--- config.mk ---
export PLATFORM = sky130hd
export DESIGN_NAME = mesi_bus_controller
export DESIGN_NICKNAME = d
export VERILOG_FILES = /design/src/rtl/mesi_bus_controller.sv
export SDC_FILE = /design/constraint.sdc
export NUM_CORES = 1
export LEC_CHECK = 0
export CAP_MARGIN = 20
export CORE_AREA = 2 2 61 51
export DETAILED_ROUTE_END_ITERATION = 10
export DIE_AREA = 0 0 63 53
export HOLD_SLACK_MARGIN = 0.06
export PLACE_DENSITY = 0.81
export SLEW_MARGIN = 40
export SYNTH_ARGS = -nofsm -noshare
export SYNTH_HDL_FRONTEND = slang
export SYNTH_SLANG_ARGS = --single-unit
--- constraint.sdc ---
create_clock -name clk -period 1.8 [get_ports clk]
set_input_delay 0.54 -clock clk [delete_from_list [all_inputs] [get_ports clk]]
set_output_delay 0.54 -clock clk [all_outputs]
set_load 0.05 [all_outputs]
--- src/rtl/mesi_bus_controller.sv ---
// mesi_bus_controller: shared-bus sequencer for MESI cache misses.
// Runs writeback, broadcast/snoop and memory fetch, returns shared flag.
//
// Ports:
//   clk, rst_n          clock, async active-low reset
//   req_valid/ready     one request at a time, accepted in IDLE
//   req_msg/wb/addr/id  00 rh, 01 rm, 10 wh, 11 wm; wb = writeback first
//   bus_valid/msg/...   one-cycle broadcast of the captured request
//   snp_hit             per-cache line-present, sampled during broadcast
//   mem_rd/wr/addr/ack  memory fetch / writeback handshake
//   done, shared        completion pulse, another cache held the line
module mesi_bus_controller #(
  parameter int ADDR_W  = 8,
  parameter int N_CACHE = 4,
  parameter int ID_W    = 2
) (
  input  logic              clk,
  input  logic              rst_n,
  input  logic              req_valid,
  output logic              req_ready,
  input  logic [1:0]        req_msg,
  input  logic              req_wb,
  input  logic [ADDR_W-1:0] req_addr,
  input  logic [ID_W-1:0]   req_id,
  output logic              bus_valid,
  output logic [1:0]        bus_msg,
  output logic [ADDR_W-1:0] bus_addr,
  output logic [ID_W-1:0]   bus_src,
  input  logic [N_CACHE-1:0] snp_hit,
  output logic              mem_rd,
  output logic              mem_wr,
  output logic [ADDR_W-1:0] mem_addr,
  input  logic              mem_ack,
  output logic              done,
  output logic              shared
);

  typedef enum logic [2:0] {
    S_IDLE,
    S_WB,
    S_BCAST,
    S_MEM,
    S_DONE
  } state_e;

  state_e              state_q;
  logic                req_ready_q;
  logic                bus_valid_q;
  logic [1:0]          bus_msg_q;
  logic [ADDR_W-1:0]   bus_addr_q;
  logic [ID_W-1:0]     bus_src_q;
  logic                mem_rd_q;
  logic                mem_wr_q;
  logic [ADDR_W-1:0]   mem_addr_q;
  logic                done_q;
  logic                shared_q;

  logic [N_CACHE-1:0]  own_mask;
  logic                snoop_any;

  // The requester always answers its own snoop; mask it out.
  always_comb begin
    own_mask  = N_CACHE'(1) << bus_src_q;
    snoop_any = |(snp_hit & ~own_mask);
  end

  always_ff @(posedge clk or negedge rst_n) begin
    if (!rst_n) begin
      state_q     <= S_IDLE;
      req_ready_q <= 1'b1;
      bus_valid_q <= 1'b0;
      bus_msg_q   <= '0;
      bus_addr_q  <= '0;
      bus_src_q   <= '0;
      mem_rd_q    <= 1'b0;
      mem_wr_q    <= 1'b0;
      mem_addr_q  <= '0;
      done_q      <= 1'b0;
      shared_q    <= 1'b0;
    end else begin
      unique case (state_q)
        S_IDLE: begin
          if (req_valid) begin
            req_ready_q <= 1'b0;
            bus_msg_q   <= req_msg;
            bus_addr_q  <= req_addr;
            bus_src_q   <= req_id;
            mem_addr_q  <= req_addr;
            // msg bit 0 set = miss (rm/wm); hits finish locally.
            if (!req_msg[0]) begin
              shared_q <= 1'b0;
              done_q   <= 1'b1;
              state_q  <= S_DONE;
            end else if (req_wb) begin
              mem_wr_q <= 1'b1;
              state_q  <= S_WB;
            end else begin
              bus_valid_q <= 1'b1;
              state_q     <= S_BCAST;
            end
          end
        end
        S_WB: begin
          if (mem_ack) begin
            mem_wr_q    <= 1'b0;
            bus_valid_q <= 1'b1;
            state_q     <= S_BCAST;
          end
        end
        S_BCAST: begin
          bus_valid_q <= 1'b0;
          shared_q    <= snoop_any;
          mem_rd_q    <= 1'b1;
          state_q     <= S_MEM;
        end
        S_MEM: begin
          if (mem_ack) begin
            mem_rd_q <= 1'b0;
            done_q   <= 1'b1;
            state_q  <= S_DONE;
          end
        end
        S_DONE: begin
          done_q      <= 1'b0;
          req_ready_q <= 1'b1;
          state_q     <= S_IDLE;
        end
        default: begin
          state_q <= S_IDLE;
        end
      endcase
    end
  end

  assign req_ready = req_ready_q;
  assign bus_valid = bus_valid_q;
  assign bus_msg   = bus_msg_q;
  assign bus_addr  = bus_addr_q;
  assign bus_src   = bus_src_q;
  assign mem_rd    = mem_rd_q;
  assign mem_wr    = mem_wr_q;
  assign mem_addr  = mem_addr_q;
  assign done      = done_q;
  assign shared    = shared_q;

endmodule

==> results by group <==
Status
  – Outcome: completed

Die
  – Die height: 53 um
  – Num ports: 47
  – Row count: 17
  – Initial Utilization: 39.9%
  – Die W: 63 um
  – Core Area: 2700 sq um
  – Die area: 3340 sq um

Critical path
  – Crit path max fanout: 4
  – Worst EP required: 2.01 ns
  – Startpoint types: input port
  – Crit. End Element: flip-flop
  – CP Class: in2reg
  – WP data arrival: 1.79 ns

Yosys
  – Synthesized area: 1080 sq um
  – Yosys top cell by area: dfrtp_1
  – Main synth FF type: dfrtp_1
  – Unique masters post-synth: 34
  – Synthesized Nets: 108
  – Synth top area share: 46.5%
  – Synth Instances: 87
  – Syn. warnings: 0
  – Post-synth EDFFs: 0
  – Most frequent cell after synthesis: dfrtp_1
  – Top post-synthesis cells by area: dfrtp_1 46%, mux2_4 14%, buf_4 5.6%
  – Mean post-synth cell area: 12.4 sq um
  – Seq cells post-synth: 21
  – Synth cell count leaders: 20 x dfrtp_1, 10 x mux2_4, 8 x buf_4, 6 x nor2_1, 4 x o21ai_0
  – Seq/Total Area, Yosys: 48.9%
  – Ys async rst share: 100%

CTS
  – H-tree Lvls: 1
  – Total CTS buffers: 3
  – Clk sinks: 21
  – Clk_lat worst skew: 0.31 ns
  – Count of cells resized by post-cts repair: 1
  – Clk root buf: clkbuf_4
  – CTS tree: yes
  – Post-CTS setup buffer count: 0
  – Clock buffer depth: 2
  – CTS clk-pin slew, worst paths: 0.12 ns
  – Cts hold-fix bufs: 0

Global routing
  – Gr usage total: 17.0%
  – Largest net degree at the start of global routing: 22
  – First-pass GRT wire length: 4.26 mm
  – Vias in the first global route: 881
  – Gr ovfl total: 0
  – Number of antenna violations at the first check in global routing: 0

STA
  – Setup Viol. Count Final: 0
  – WHS: 0.506 ns
  – Final period util: 87.9%
  – Clock Skews: 0.0136 ns
  – Worst slew pin tran: 0.421 ns
  – Hold Vio Cnt, Final: 0
  – Max-slew violation total from the final report: 0
  – Max Fclk: 632 MHz
  – Worst slew margin: 71.9%
  – Minimum clock period: 1.58 ns
  – Unrepaired setup endpoints after global routing: no

Route
  – Post-route ant nets: 0
  – DR pass1 iterations: 4
  – Routed WL: 2.55 mm
  – # DRC: 0
  – Initial DRC count: 21
  – WL per Instance: 14.9 um
  – DR vias/cell: 4.75
  – Vias: 813

Place
  – Routability cong.: 0.845
  – Dpl hpwl: 2.05 mm
  – Port buffer count: 46

Job
  – Total of max-cap violations: 0

Layout
  – ANT cells: 0
  – Area Overhead vs Synth: 66.6%
  – Share of layout cells above drive strength 1: 39.8%
  – Total Nets Final: 155

Worst hold path
  – Worst min-delay path class: reg2reg
[cell type report]
type / count / area (sq um)
Clock inverter: 1 / 5.00
Fill cell: 200 / 907
Sequential cell: 21 / 527
Timing Repair Buffer: 54 / 742
Multi-Input combinational cell: 51 / 439
Tap cell: 38 / 47.5
Clock buffer: 3 / 22.5
Inverter: 3 / 11.3
[cell usage in the layout, fill, tap and decap left out, types with 2 or more instances in the layout]
| master | n |
|---|---|
| a211oi_1 | 2 |
| buf_12 | 23 |
| buf_4 | 11 |
| dfrtp_1 | 20 |
| mux2_4 | 10 |
| nand2_1 | 2 |
| and3b_1 | 2 |
| nor2_1 | 6 |
| nand2b_1 | 2 |
| clkbuf_4 | 3 |
| nor2b_1 | 2 |
| clkdlybuf4s50_1 | 19 |
| a22o_1 | 2 |
| inv_1 | 3 |
| nand3_1 | 2 |
| a21oi_1 | 2 |
| o21ai_0 | 4 |
[kinds of logic after synthesis]
kind of cell	after synthesis	share of synthesized area, %
xor gates and xnor gates	1	0.813
and+or+nand+nor	20	11.7
AOI/OAI and AO/OA	17	11.3
muxes	13	17.0
buffers and inverters	15	10.3
DFF	21	48.9
[through the flow]
| step | cells | instance area (sq um) | setup WS (ns) | util, % | setup TNS, ns |
|---|---|---|---|---|---|
| finish | 171 | 1790 | 0.217 | 66.4 | 0 |
| global route | 171 | 1790 | 0.193 | 66.4 | 0 |
| CTS | 171 | 1790 | 0.217 | 66.4 | 0 |
| detailed placement | 167 | 1770 | -0.365 | 65.4 | -4.43 |
| global placement | 167 | 1770 | -0.327 | 65.4 | -4.16 |
| floorplan | 87 | 1080 | 0.183 | - | 0 |
[critical path: stages]
cell           delay, ns
dlygate4sd2_1       0.21
or3b_4              0.42
nor2_8              0.15
buf_4               0.17
mux2_4              0.31
[flip-flops by register name, indices dropped and copies added, names as in the netlist]
name	cells
mem_rd	1
bus_src	2
bus_valid	1
done	1
mem_addr	8
state_q	3
bus_msg	2
req_ready	1
shared	1
mem_wr	1
[worst paths after layout]
kind | from | to | slack, ns | cells after the start
worst min-delay path | bus_msg[1] | bus_msg[1] | 0.51 | 1
max in group asynchronous | rst_n | req_ready | 0.96 | 2
worst min register to register | bus_msg[1] | bus_msg[1] | 0.51 | 1
worst max register to register | state_q[1] | mem_addr[0] | 0.24 | 4
min in group asynchronous | rst_n | mem_addr[7] | 0.55 | 2
worst max-delay path | req_valid | mem_addr[0] | 0.22 | 5
[routing by layer]
layer / vias up / GRT usage (%) / share of wire, %
li1: 389 / - / -
met1: 400 / 19.4 / 40
met2: 22 / 31.2 / 54
met3: 2 / 4.89 / 4.9
met4: 0 / 5.56 / 1.1
met5: - / 0 / 0
Power is left out: the tool's default activity adds up to more than one toggle a clock period on the data nets, which glitch-free logic cannot reach.
